<file path="src/rtl/mem_writer.sv">
// -----------------------------------------------------------------------------
// mem_writer
//   Stores NUM_WORDS words from a valid/ready input stream into a synchronous
//   RAM. Writes start at BASE_ADDR and the address wraps modulo 2^ADDRBITS.
//   A run starts with in_start. Reset is synchronous and active high.
//
//   Optional feature (macro MEM_WRITER_VERIFY_EN):
//     After each write the block reads the word back (2 cycles, 1-cycle read
//     latency). Any mismatch sets a sticky out_error. Without the macro the
//     VERIFY state is never entered, out_error is 0 and in_mem_data is unused.
//
// Ports
//   in_clk        single clock, rising edge
//   in_rst        synchronous active-high reset
//   in_start      start a run (honoured in IDLE/DONE only)
//   in_data       stream word
//   in_valid      in_data is valid
//   out_ready     block accepts in_data this cycle (high exactly in LOAD)
//   out_mem_addr  memory address (held outside WRITE/VERIFY)
//   out_mem_data  memory write data (held outside WRITE/VERIFY)
//   out_mem_write memory write enable (high exactly in WRITE)
//   in_mem_data   memory read data, one cycle after the address
//   out_busy      high in LOAD, WRITE and VERIFY
//   out_done      last run completed; cleared by an accepted start or reset
//   out_error     sticky verify mismatch (always 0 without the macro)
//   out_state     debug view of the FSM state encoding
// -----------------------------------------------------------------------------
module mem_writer #(
  parameter int ADDRBITS  = 3,
  parameter int DATABITS  = 8,
  parameter int BASE_ADDR = 0,
  parameter int NUM_WORDS = 4
) (
  input  logic                in_clk,
  input  logic                in_rst,
  input  logic                in_start,
  input  logic [DATABITS-1:0] in_data,
  input  logic                in_valid,
  output logic                out_ready,
  output logic [ADDRBITS-1:0] out_mem_addr,
  output logic [DATABITS-1:0] out_mem_data,
  output logic                out_mem_write,
  input  logic [DATABITS-1:0] in_mem_data,
  output logic                out_busy,
  output logic                out_done,
  output logic                out_error,
  output logic [2:0]          out_state
);

  // The count must be able to hold NUM_WORDS = 2^ADDRBITS, so it needs one extra bit.
  localparam int CNTBITS = ADDRBITS + 1;
  localparam logic [ADDRBITS-1:0] BASE = ADDRBITS'(BASE_ADDR);
  localparam logic [CNTBITS-1:0]  LAST = CNTBITS'(NUM_WORDS);

  typedef enum logic [2:0] {
    S_IDLE   = 3'd0,
    S_LOAD   = 3'd1,
    S_WRITE  = 3'd2,
    S_VERIFY = 3'd3,
    S_DONE   = 3'd4
  } state_t;

  state_t              state;
  logic [ADDRBITS-1:0] address;
  logic [CNTBITS-1:0]  count;
  logic [CNTBITS-1:0]  count_inc;
  logic                last_word;

  assign count_inc = count + CNTBITS'(1);
  assign last_word = (count_inc == LAST);
  assign out_state = state;

`ifdef MEM_WRITER_VERIFY_EN
  // 0: address presented to the RAM, 1: read data is on in_mem_data.
  logic verify_phase;
`else
  assign out_error = 1'b0;
  logic unused_mem_data;
  assign unused_mem_data = ^in_mem_data;
`endif

  // Handshake: a word transfers on a rising edge where in_valid and out_ready
  // are both 1. out_ready is registered and depends only on the state, never
  // on in_valid. The source holds in_data stable until the transfer happens.
  // in_valid is ignored whenever out_ready is 0.
  always_ff @(posedge in_clk) begin
    if (in_rst) begin
      state         <= S_IDLE;
      address       <= BASE;
      count         <= '0;
      out_mem_addr  <= BASE;
      out_mem_data  <= '0;
      out_mem_write <= 1'b0;
      out_ready     <= 1'b0;
      out_busy      <= 1'b0;
      out_done      <= 1'b0;
`ifdef MEM_WRITER_VERIFY_EN
      out_error     <= 1'b0;
      verify_phase  <= 1'b0;
`endif
    end else begin
      case (state)
        S_IDLE, S_DONE: begin
          if (in_start) begin
            address  <= BASE;
            count    <= '0;
            out_done <= 1'b0;
`ifdef MEM_WRITER_VERIFY_EN
            out_error <= 1'b0;
`endif
            if (NUM_WORDS == 0) begin
              // An empty run completes immediately, without a LOAD cycle.
              state    <= S_DONE;
              out_done <= 1'b1;
            end else begin
              state     <= S_LOAD;
              out_ready <= 1'b1;
              out_busy  <= 1'b1;
            end
          end
        end

        S_LOAD: begin
          if (in_valid) begin
            out_mem_data  <= in_data;
            out_mem_addr  <= address;
            out_mem_write <= 1'b1;
            out_ready     <= 1'b0;
            state         <= S_WRITE;
          end
        end

        S_WRITE: begin
          out_mem_write <= 1'b0;
`ifdef MEM_WRITER_VERIFY_EN
          state        <= S_VERIFY;
          verify_phase <= 1'b0;
`else
          count   <= count_inc;
          address <= address + ADDRBITS'(1);
          if (last_word) begin
            state    <= S_DONE;
            out_busy <= 1'b0;
            out_done <= 1'b1;
          end else begin
            state     <= S_LOAD;
            out_ready <= 1'b1;
          end
`endif
        end

`ifdef MEM_WRITER_VERIFY_EN
        S_VERIFY: begin
          if (!verify_phase) begin
            verify_phase <= 1'b1;
          end else begin
            verify_phase <= 1'b0;
            if (in_mem_data != out_mem_data) begin
              out_error <= 1'b1;
            end
            count   <= count_inc;
            address <= address + ADDRBITS'(1);
            if (last_word) begin
              state    <= S_DONE;
              out_busy <= 1'b0;
              out_done <= 1'b1;
            end else begin
              state     <= S_LOAD;
              out_ready <= 1'b1;
            end
          end
        end
`endif

        default: begin
          state <= S_IDLE;
        end
      endcase
    end
  end

endmodule

</file>
<file path="config.mk">
export PLATFORM = sky130hd
export DESIGN_NAME = mem_writer
export DESIGN_NICKNAME = d
export VERILOG_FILES = /design/src/rtl/mem_writer.sv
export SDC_FILE = /design/constraint.sdc
export NUM_CORES = 1
export LEC_CHECK = 0
export CAP_MARGIN = 40
export CORE_ASPECT_RATIO = 0.9
export CORE_MARGIN = 5
export CORE_UTILIZATION = 42
export CTS_CLUSTER_SIZE = 10
export DETAILED_ROUTE_END_ITERATION = 16
export PLACE_DENSITY = 0.77
export SLEW_MARGIN = 20
export SYNTH_ARGS = -nofsm -noshare
export SYNTH_HDL_FRONTEND = slang
export SYNTH_SLANG_ARGS = --single-unit
</file>
<file path="constraint.sdc">
create_clock -name in_clk -period 1.7 [get_ports in_clk]
set_input_delay 0.34 -clock in_clk [delete_from_list [all_inputs] [get_ports in_clk]]
set_output_delay 0.34 -clock in_clk [all_outputs]
set_load 0.02 [all_outputs]
</file>
Word level (Yosys, flattened, before mapping) --
Cells that the tools add are included.
Word-level totals: register bits after elaboration 25, latch bits 0, memory bits (writable) 0, ROM bits 0, output and inout bits 19, word-level logic and storage cells 49, memories kept 0
Operators by class: add/subtract/negate cells 2, $mul 0, div/mod/pow operators 0, order comparisons 0, equality and inequality tests 8, shift operators 0, multiplexer cells 19, bitwise logic cells 0, reductions and logical operators 11
Operator list (number):
- $mux W3 | 4
- $pmux W3 S3 | 1
- $ne A2 B2 Y1 const B | 4
- $pmux W4 S2 | 1
- $reduce_and A2 Y1 | 4
- $mux W1 | 7
- $pmux W1 S2 | 3
- $pmux W3 S2 | 1
- $add A4 B1 Y4 const B | 1
- $eq A4 B3 Y1 const B | 1
- $mux W4 | 1
- $reduce_and A4 Y1 | 1
- $reduce_bool A2 Y1 | 2
- $add A3 B1 Y3 const B | 1
- $eq A3 B1 Y1 const B | 1
- $eq A3 B2 Y1 const B | 1
- $eq A3 B3 Y1 const B | 1
- $logic_not A3 Y1 | 1
- $pmux W1 S3 | 1
- $reduce_and A3 Y1 | 1
- $reduce_bool A3 Y1 | 1
- $reduce_or A2 Y1 | 1

Depth between registers and ports, before layout --
Gate-level depths: netlist (run 1).
depth after elaboration 4, gate-level depth with buffers 6, gate-level depth less buffers 5

Worst setup path before layout (run 1) --
No wires, ideal clock.
path type reg-to-reg, start register state[1] (netlist: out_state[1]), end register address[1], library setup time 0.128 ns, arrival 1.211 ns, slack 0.361 ns, cell stages (with the launch flop) 5, buffers on the path 0, path through dfxtp_1 -> or2b_1 -> a21o_1 -> a22oi_1 -> nor2_1
On the way: word-level cells in the longest chain between the ends 4, elaborated cells on any way between the ends 8, classes of those cells eq/ne (3); mux (1); reduce/logical (4)
Ends and longest elaborated chain:
- from (decl) | RTL line 63 | state_t state;
- from (signal assigned) | RTL line 88 | state <= S_IDLE;
- from (signal assigned) | RTL line 113 | state <= S_DONE;
- from (signal assigned) | RTL line 116 | state <= S_LOAD;
- $eq A3 B3 Y1 or $logic_not A3 Y1 (tied branches) | RTL line 102 | case (state)
- $reduce_or A2 Y1 | RTL line 102
- $ne A2 B2 Y1 (no source line) or $reduce_bool A2 Y1 (tied branches)
- $reduce_and A2 Y1 (no source line)
- to (signal assigned) | RTL line 140 | address <= address + ADDRBITS'(1);
- to (decl) | RTL line 64 | logic [ADDRBITS-1:0] address;
Parallel ways exist; a longest one is shown, timed or not. A chain may end at the register's enable or synchronous reset.

Worst setup path after layout (run 1) --
start register out_done, end output port out_done
RTL lines:
- from (decl) | RTL line 45 | output logic out_done,
- from (signal assigned) | RTL line 96 | out_done <= 1'b0;
- from (signal assigned) | RTL line 107 | out_done <= 1'b0;
- from (signal assigned) | RTL line 114 | out_done <= 1'b1;
No word-level cell between the ends.

==> results of run 1 <==
[power breakdown]
group	internal, mW	switching [mW]	leakage (nW)
sequential	0.606	0.0122	0.204
combinational	0.0826	0.0887	0.300
clock	0.0916	0.173	0.0150
[cell families after synthesis]
logic type | share of synthesized area
other cells | 0.00373
buf+inv | 0.0485
compound gates | 0.154
mux | 0.0199
flops | 0.498
fa+ha+maj | 0.0249
simple gates | 0.251
[final timing paths]
check | from | endpoint | slack [ps] | cells past startpoint
max reg2reg | count[0]$_SDFFE_PP0P_ | out_ready$_SDFFE_PP0P_ | 310 | 5
min | out_mem_data[2]$_SDFFE_PP0P_ | out_mem_data[2]$_SDFFE_PP0P_ | 460 | 2
max | out_done$_SDFFE_PP0P_ | out_done | 80 | 1
min reg2reg | out_mem_data[2]$_SDFFE_PP0P_ | out_mem_data[2]$_SDFFE_PP0P_ | 460 | 2
[sequential cells by signal, indices dropped and copies added, names as in the netlist]
signal         count
out_mem_data       8
count              4
address            3
out_mem_addr       3
out_state          3
out_busy           1
out_done           1
out_mem_write      1
out_ready          1
[routing by layer]
| layer | wire length (µm) | vias up | share of wire | GRT usage |
|---|---|---|---|---|
| met5 | 0 | - | 0 | 0 |
| met4 | 27 | 0 | 0.012 | 0.0364 |
| met3 | 152 | 2 | 0.065 | 0.0436 |
| met2 | 1160 | 24 | 0.50 | 0.229 |
| met1 | 988 | 412 | 0.42 | 0.191 |
| li1 | - | 460 | - | - |
[what timing repair did]
item,4_1_cts,5_1_grt
endpoints found under the setup margin,1,3
cloned,0,0
gates resized for setup,2,3
[synthesized netlist by cell type, types with 2 or more instances]
cell type / n
a22oi_1: 2
a311oi_1: 3
nor2_1: 8
nor3_1: 8
ha_1: 2
nand2b_1: 3
mux2i_1: 2
buf_2: 3
dfxtp_1: 25
a21oi_1: 16
clkbuf_1: 2
nand2_1: 27
[cell type report]
cell class	instances	area, µm²
inverter	1	3.75
tap	27	33.8
sequential	25	502
timing repair buffer	35	339
fill	205	876
clock buffer	4	26.3
multi-input combinational	82	462
==> impl_results.md, run 1 <==
* Leak pwr at 0.518 nW
* CP arrival at 1280 ps
* Final RePlAce weighted congestion at 0.741
* Setup Fix Bufs, Post-CTS at 0
* Worst path required time at 1360 ps
* Antenna-violating nets left at 0
* Total Power at 1.05 mW
* Area contributors post-synth: dfxtp_1, nand2_1, a21oi_1, nor3_1, nor2_1
* Total GRT Usage at 0.145
* Syn Nets at 138
* Final global-route overflow total at 0
* Setup TNS at 0 ps
* Total wire length at 2.33 mm
* Root buffer cell: clkbuf_4
* Vias per Instance at 5.16
* Ports at 39
* Minimum clock period at 1620 ps
* Drt initial violations at 11
* Unique masters post-synth at 27
* Worst skew pair latency at 310 ps
* Worst path bufs/invs at 1
* Most frequent cells in the layout: nand2_1, clkdlybuf4s50_1, dfxtp_1
* FP Rows at 16
* Post-synth EDFFs at 0
* Max-slew violations at 0
* DR vias at 898
* Critical path fanouts, max at 2
* Share of the synthesized area in the top cell type at 0.498
* CP max-delay cell: clkdlybuf4s50_1
* Startpoint types: flip-flop
* CTS tree: built
* Delay-heaviest family, CP: buffers and inverters
* Pre-antenna DRT Iters at 4
* Cts hold-fix bufs at 0
* Area leader, netlist: dfxtp_1
* Commonest non-fill, non-tap cell in the layout: nand2_1
* Max-cap violations at 0
* Core area at 2240 µm²
* Post-Place Cells at 170
* Mapped Cells at 116
* Die span in x at 61.6 µm
* Antenna cell count at 0
* CTS max path bufs at 2
* Nets at 170
* Worst-path cell chain: clkdlybuf4s50_1
* TritonCTS buffer count at 3
* Post-DP Area at 1330 µm²
* Final Skew at 1.64 ps
* RSZ-0062 raised after global routing: no
* Sequential share of the synthesized area at 0.498
* Drt wl/cell at 13.4 µm
* Initial Util at 0.449
* Setup Crit Path Kind: flip-flop to output pin
* Clock-pin slew of the registers on the worst-case setup and hold paths at 130 ps
* Share of cells above drive strength 1 at 0.0884
* Worst min-delay path class: flip-flop to flip-flop
* Area grow syn2layout at 35.8%
* Largest net degree at the start of global routing at 26
* Vias in the first global route at 827
* First-pass GRT wire length at 3.88 mm
* Placed wire-length estimate at 1.65 mm
* Non-Filler Instances at 174
* Hold WS at 464 ps
* FF+latch count, synth at 25
* Clk sink count at 25
* PD cells at 771 nW/µm²
* Max rail drop VDD at 0.000733 V
* Fmax at 616 MHz
* Util after Layout at 0.609
* Worst setup margin at 75.4 ps
* Cell Area, Synth at 1010 µm²
* Post-synth top flop: dfxtp_1
* Status: finished clean
* Post-Place Setup Slack at 81.2 ps
* Syn. warnings at 0
* Setup violators final at 0
* Final hold vios at 0
* Initial antenna violation count at 0
* Max incr delay on CP at 620 ps
* Syn avg cell area at 8.67 µm²
* Fin crit share at 0.956
* H-tree levels at 1
* Die area at 3480 µm²
* Die Ht at 56.4 µm
* Finished layout cell area at 1370 µm²
* Asr flop ratio synth at 0
* Number of port buffers at 29
* Crit path capture type: output pin
* Drc violations at 0
Note: power is estimated with default switching activity, not from simulation.
==> run 2, diff against run 1 <==
--- a/config.mk
+++ b/config.mk
@@ -5,13 +5,14 @@
 export SDC_FILE = /design/constraint.sdc
 export NUM_CORES = 1
 export LEC_CHECK = 0
+export ABC_CLOCK_PERIOD_IN_PS = 1700
 export CAP_MARGIN = 40
 export CORE_ASPECT_RATIO = 0.9
 export CORE_MARGIN = 5
 export CORE_UTILIZATION = 42
 export CTS_CLUSTER_SIZE = 10
 export DETAILED_ROUTE_END_ITERATION = 16
-export PLACE_DENSITY = 0.77
+export PLACE_DENSITY = 0.81
 export SLEW_MARGIN = 20
 export SYNTH_ARGS = -nofsm -noshare
 export SYNTH_HDL_FRONTEND = slang
==> run 2 against run 1 <==
Combinational power is 2% lower. Clock-buffer cell count is 1 lower. Core utilization is 0.056 points lower. Clock skew is 5.6 ps higher. Power is 0.18% lower. Clock power hardly changed. Wire length is 3.4% lower. Fmax is 1.1% lower. Highest routed layer unchanged. Die area stayed put. Critical path depth stayed put. Non-clock buffer count is 1 higher.
==> impl_results.md, run 2 (synthesis results as in run 1) <==
* Status: finished clean
* Number of flip-flops in the largest register at 8 (unchanged)
* Seq pwr share at 0.589 (+0.003)
* Cts hold-fix bufs at 0 (unchanged)
* Die area at 3480 µm² (unchanged)
* Register bank with the most flops: out_mem_data
* Post-DP Area at 1340 µm² (+0.56%)
* Antenna-violating nets left at 0 (unchanged)
* Minimum clock period at 1640 ps (+17.5 ps)
* CTS max path bufs at 2 (unchanged)
* Drt wl/cell at 12.9 µm (-4.0%)
* Crit path capture type: output pin
* Reg2Reg Capture Point: count[3]$_SDFFE_PP0P_
* Startpoint types: flip-flop
* Final Skew at 7.23 ps (+5.59 ps)
* Drc violations at 0 (unchanged)
* Die span in x at 61.6 µm (unchanged)
* Setup TNS at 0 ps (unchanged)
* DR vias at 917 (+2.1%)
* Initial antenna violation count at 0 (unchanged)
* Total GRT Usage at 0.144 (-0.00162)
* Commonest non-fill, non-tap cell in the layout: nand2_1
* Final RePlAce weighted congestion at 0.707 (-4.6%)
* H-tree levels at 1 (unchanged)
* Clk sink count at 25 (unchanged)
* Worst path required time at 1360 ps (about the same)
* Core area at 2240 µm² (unchanged)
* FILL cells at 206 (+0.49%)
* TritonCTS buffer count at 3 (unchanged)
* Delay-heaviest family, CP: buffers and inverters
* Worst min-delay path class: flip-flop to flip-flop
* Root buffer cell: clkbuf_4
* Number of port buffers at 29 (unchanged)
* Clock share of power at 0.252 (about the same)
* Fmax at 609 MHz (-1.1%)
* Setup Crit Path Kind: flip-flop to output pin
* Largest regs: out_mem_data: 8 flops, count: 4 flops
* Largest net degree at the start of global routing at 26 (unchanged)
* Sw Share at 0.263 (+0.00344)
* Gate power share at 0.159 (-0.004)
* CP max-delay cell: clkdlybuf4s50_1
* Max incr delay on CP at 620 ps (about the same)
* Critical path fanouts, max at 2 (unchanged)
* Die Ht at 56.4 µm (unchanged)
* Hold-critical path depth at 2 (unchanged)
* Max-slew violations at 0 (unchanged)
* Initial Util at 0.449 (unchanged)
* Vias in the first global route at 923 (+12%)
* Leak pwr at 0.506 nW (-2.3%)
* HP Start: out_mem_data[5]$_SDFFE_PP0P_
* Clock-pin slew of the registers on the worst-case setup and hold paths at 140 ps (about the same)
* FP Rows at 16 (unchanged)
* Placed wire-length estimate at 1.69 mm (+3.0%)
* Worst skew pair latency at 320 ps (about the same)
* Share of cells above drive strength 1 at 0.0878 (-0.000598)
* Vias per Instance at 5.24 (+1.5%)
* Max-cap violations at 0 (unchanged)
* Worst R2R Path Depth at 3 (-2)
* Total wire length at 2.25 mm (-3.4%)
* CP Depth at 1 (unchanged)
* Total Power at 1.05 mW (-0.18%)
* Nets at 171 (+0.59%)
* RSZ-0062 raised after global routing: no
* CP arrival at 1300 ps (+20 ps)
* Setup violators final at 0 (unchanged)
* Final hold vios at 0 (unchanged)
* Most frequent cells in the layout: nand2_1, clkdlybuf4s50_1, dfxtp_1
* Area grow syn2layout at 35.7% (about the same)
* PD cells at 771 nW/µm² (about the same)
* Fin crit share at 0.966 (+0.0103)
* Finished layout cell area at 1370 µm² (about the same)
* RR Startpoint: out_state[1]$_SDFFE_PP0P_
* Pre-antenna DRT Iters at 5 (+1)
* Antenna cell count at 0 (unchanged)
* Reg2Reg Setup Slack at 210 ps (-100 ps)
* Ports at 39 (unchanged)
* Int Power at 0.775 mW (-0.64%)
* CTS tree: built
* Final global-route overflow total at 0 (unchanged)
* Max rail drop VDD at 0.000528 V (-28%)
* Worst-path cell chain: clkdlybuf4s50_1
* Worst path bufs/invs at 1 (unchanged)
* Drt initial violations at 12 (+1)
* Switch Pwr at 0.277 mW (+1.1%)
* First-pass GRT wire length at 3.83 mm (-1.4%)
* WHS Endpoint: out_mem_data[5]$_SDFFE_PP0P_
* Setup Fix Bufs, Post-CTS at 0 (unchanged)
run 2: how the worst max path moves through the flow:
stage                            startpoint                            to  slack, ps
6_report       out_mem_addr[2]$_SDFFE_PP0P_               out_mem_addr[2]         60
4_1_cts               out_busy$_SDFFE_PP0P_                      out_busy         40
3_5_place_dp                       in_valid  out_mem_data[2]$_SDFFE_PP0P_        110
5_1_grt        out_mem_addr[2]$_SDFFE_PP0P_               out_mem_addr[2]        0.3
2_1_floorplan     out_state[1]$_SDFFE_PP0P_       address[1]$_SDFFE_PP0P_        360
3_3_place_gp                       in_valid  out_mem_addr[0]$_SDFFE_PP0P_        140
run 2: repair_timing:
action	in CTS	in global routing
cloned	0	0
gates resized for setup	2	1
setup endpoints to repair	2	1
run 2: final cells by class:
type                       instances  area (µm²)  share of cell area
inverter                           1        3.75             0.00275
tap                               27        33.8              0.0247
sequential                        25         500               0.367
multi-input combinational         82         457               0.335
clock buffer                       3        22.5              0.0165
timing repair buffer              36         343               0.251
clock inverter                     1        5.00             0.00367
run 2: routing by layer:
layer / track usage / wire length [µm] / part of all wire / up-vias
met5: 0 / 0 / 0 / -
met1: 0.155 / 889 / 0.40 / 432
met3: 0.0459 / 125 / 0.056 / 5
met2: 0.251 / 1200 / 0.53 / 15
met4: 0.0545 / 36 / 0.016 / 0
li1: - / - / - / 465
run 2: metrics by stage:
stage                      util  std cells  setup slack [ps]  hold WS (ps)
after detailed placement  0.597        171               113           450
final                     0.609        175              57.9           464
after floorplan               -        116               361           445
after global routing      0.609        175             0.336           482
after global placement    0.597        171               140           443
after CTS                 0.608        175              37.0           467
run 2: power by group through the flow:
| stage | Sequential, mW | Clock [mW] | Combinational [mW] |
|---|---|---|---|
| final | 0.620 | 0.265 | 0.167 |
| after global routing | 0.624 | 0.290 | 0.183 |
| after CTS | 0.621 | 0.271 | 0.169 |
| after detailed placement | 0.633 | 0 | 0.171 |
| after global placement | 0.632 | 0 | 0.168 |
| after floorplan | 0.652 | 0 | 0.0717 |
==> run 3, diff against run 2 <==
--- a/config.mk
+++ b/config.mk
@@ -8,7 +8,7 @@
 export ABC_CLOCK_PERIOD_IN_PS = 1700
 export CAP_MARGIN = 40
 export CORE_ASPECT_RATIO = 0.9
-export CORE_MARGIN = 5
+export CORE_MARGIN = 3
 export CORE_UTILIZATION = 42
 export CTS_CLUSTER_SIZE = 10
 export DETAILED_ROUTE_END_ITERATION = 16
==> run 3 against run 2 <==
Die area is 13% lower. Highest routed layer is now met3. Design area down 0.64%. Core utilization increased by 0.15 points. Critical path type unchanged. Largest power group unchanged. Wire length decreased by 4.0%.
==> impl_results.md, run 3 (synthesis results as in run 1) <==
* Drc violations at 0 (unchanged)
* Drt initial violations at 29 (+17)
* H-tree levels at 1 (unchanged)
* Cts hold-fix bufs at 0 (unchanged)
* Total wire length at 2.16 mm (-4.0%)
* Largest regs: out_mem_data: 8 flops, count: 4 flops
* Max-slew violations at 0 (unchanged)
* Vias per Instance at 5.12 (-2.4%)
* RSZ-0062 raised after global routing: no
* Number of flip-flops in the largest register at 8 (unchanged)
* Fmax at 619 MHz (+1.6%)
* Nets at 169 (-1.2%)
* Multi-input logic area at 462 µm² (+1.1%)
* Register bank with the most flops: out_mem_data
* Worst min-delay path class: flip-flop to flip-flop
* Clk sink count at 25 (unchanged)
* TritonCTS buffer count at 3 (unchanged)
* WHS Endpoint: out_mem_data[7]$_SDFFE_PP0P_
* First-pass GRT wire length at 3.69 mm (-3.6%)
* Commonest non-fill, non-tap cell in the layout: nand2_1
* Max rail drop VDD at 0.000650 V (+23%)
* Worst path bufs/invs at 1 (unchanged)
* Leak pwr at 0.505 nW (-0.20%)
* PD cells at 767 nW/µm² (-0.48%)
* Worst R2R Path Depth at 5 (+2)
* Setup Crit Path Kind: flip-flop to output pin
* Critical path fanouts, max at 2 (unchanged)
* Final Skew at 1.71 ps (-5.52 ps)
* Initial Util at 0.453 (+0.00404)
* Drt wl/cell at 12.5 µm (-2.9%)
* Antenna-violating nets left at 0 (unchanged)
* Minimum clock period at 1620 ps (-26.3 ps)
* Reg2Reg Capture Point: out_ready$_SDFFE_PP0P_
* Antenna cell count at 0 (unchanged)
* Number of port buffers at 29 (unchanged)
* Crit path capture type: output pin
* Die area at 3020 µm² (-13%)
* Status: finished clean
* Worst-path cell chain: clkdlybuf4s50_1
* Die span in x at 57.6 µm (-6.5%)
* Final hold vios at 0 (unchanged)
* CP arrival at 1280 ps (-20 ps)
* Reg2Reg Setup Slack at 350 ps (+140 ps)
* CP max-delay cell: clkdlybuf4s50_1
* Delay-heaviest family, CP: buffers and inverters
* Max-cap violations at 0 (unchanged)
* Total GRT Usage at 0.155 (+0.0110)
* Clock-pin slew of the registers on the worst-case setup and hold paths at 120 ps (-20 ps)
* Max incr delay on CP at 610 ps (about the same)
* Most frequent cells in the layout: nand2_1, clkdlybuf4s50_1, dfxtp_1
* Setup violators final at 0 (unchanged)
* FILL cells at 193 (-6.3%)
* Hold-critical path depth at 2 (unchanged)
* Initial antenna violation count at 0 (unchanged)
* Fin crit share at 0.950 (-0.0155)
* Die Ht at 52.4 µm (-7.1%)
* Util after Layout at 0.610 (+0.00154)
* Placed wire-length estimate at 1.56 mm (-8.2%)
* Worst skew pair latency at 300 ps (-20 ps)
* HP Start: out_mem_data[7]$_SDFFE_PP0P_
* CTS tree: built
* CTS max path bufs at 2 (unchanged)
* Area grow syn2layout at 34.8%
* Vias in the first global route at 854 (-7.5%)
* FP Rows at 16 (unchanged)
* Core area at 2220 µm² (-0.89%)
* Ports at 39 (unchanged)
* Largest net degree at the start of global routing at 26 (unchanged)
* Startpoint types: flip-flop
* DR vias at 885 (-3.5%)
* Share of cells above drive strength 1 at 0.0890 (+0.00120)
* Pre-antenna DRT Iters at 4 (-1)
* Root buffer cell: clkbuf_4
* Final global-route overflow total at 0 (unchanged)
* Final RePlAce weighted congestion at 0.746 (+5.5%)
* RR Startpoint: count[0]$_SDFFE_PP0P_
* Register area at 503 µm² (+0.50%)
* Setup TNS at 0 ps (unchanged)
* Worst path required time at 1360 ps (about the same)
-- run 3: changes by cell type in the layout (fill, tap and decap cells not counted), sizes merged --
| cell | before | now |
|---|---|---|
| buf | 7 | 5 |
| clkbuf | 3 | 4 |
| clkinv | 1 | 0 |
-- run 3: worst max path at each step --
stage	endpoint	slack (ps)	cells past startpoint	startpoint
detailed placement	out_mem_addr[0]$_SDFFE_PP0P_	100	4	in_valid
CTS	out_mem_addr[2]	50	1	out_mem_addr[2]$_SDFFE_PP0P_
finish	out_ready	80	1	out_ready$_SDFFE_PP0P_
global route	out_mem_data[3]	20	1	out_mem_data[3]$_SDFFE_PP0P_
global placement	out_mem_addr[0]$_SDFFE_PP0P_	150	4	in_valid
floorplan	address[1]$_SDFFE_PP0P_	360	4	out_state[1]$_SDFFE_PP0P_
-- run 3: final cells by class --
cell class / instances / share of cell area
clock buffer: 4 / 0.0194
inverter: 1 / 0.00277
multi-input combinational: 82 / 0.340
sequential: 25 / 0.371
tap: 27 / 0.0249
timing repair buffer: 34 / 0.242
-- run 3: what timing repair did --
action | CTS | global route
cloned | 0 | 0
endpoints found under the setup margin | 2 | 2
endpoints found under the hold margin | 0 | 0
gates resized for setup | 4 | 2
setup buffers | 0 | 0
-- run 3: power breakdown --
part / total, mW / internal, mW / switching, mW / leakage (nW)
combinational: 0.172 / 0.0834 / 0.0891 / 0.286
sequential: 0.618 / 0.606 / 0.0119 / 0.204
clock: 0.250 / 0.0915 / 0.159 / 0.0150
total: 1.04 / 0.780 / 0.260 / 0.505
-- run 3: layer usage --
layer,GRT usage,wire length (µm)
met1,0.197,928
met2,0.261,1050
met3,0.0567,179
met4,0.0116,0
met5,0,0
-- run 3: metrics by stage --
step                      cells  total power [mW]  hold WS [ps]  setup WS, ps  cell area (µm²)
after floorplan             116             0.724           445           361             1010
after global placement      169             0.800           442           146             1320
after detailed placement    169             0.805           445          96.0             1320
after CTS                   173              1.05           463          48.6             1350
after global routing        173              1.09           484          21.4             1360
final                       173              1.04           462          84.2             1360
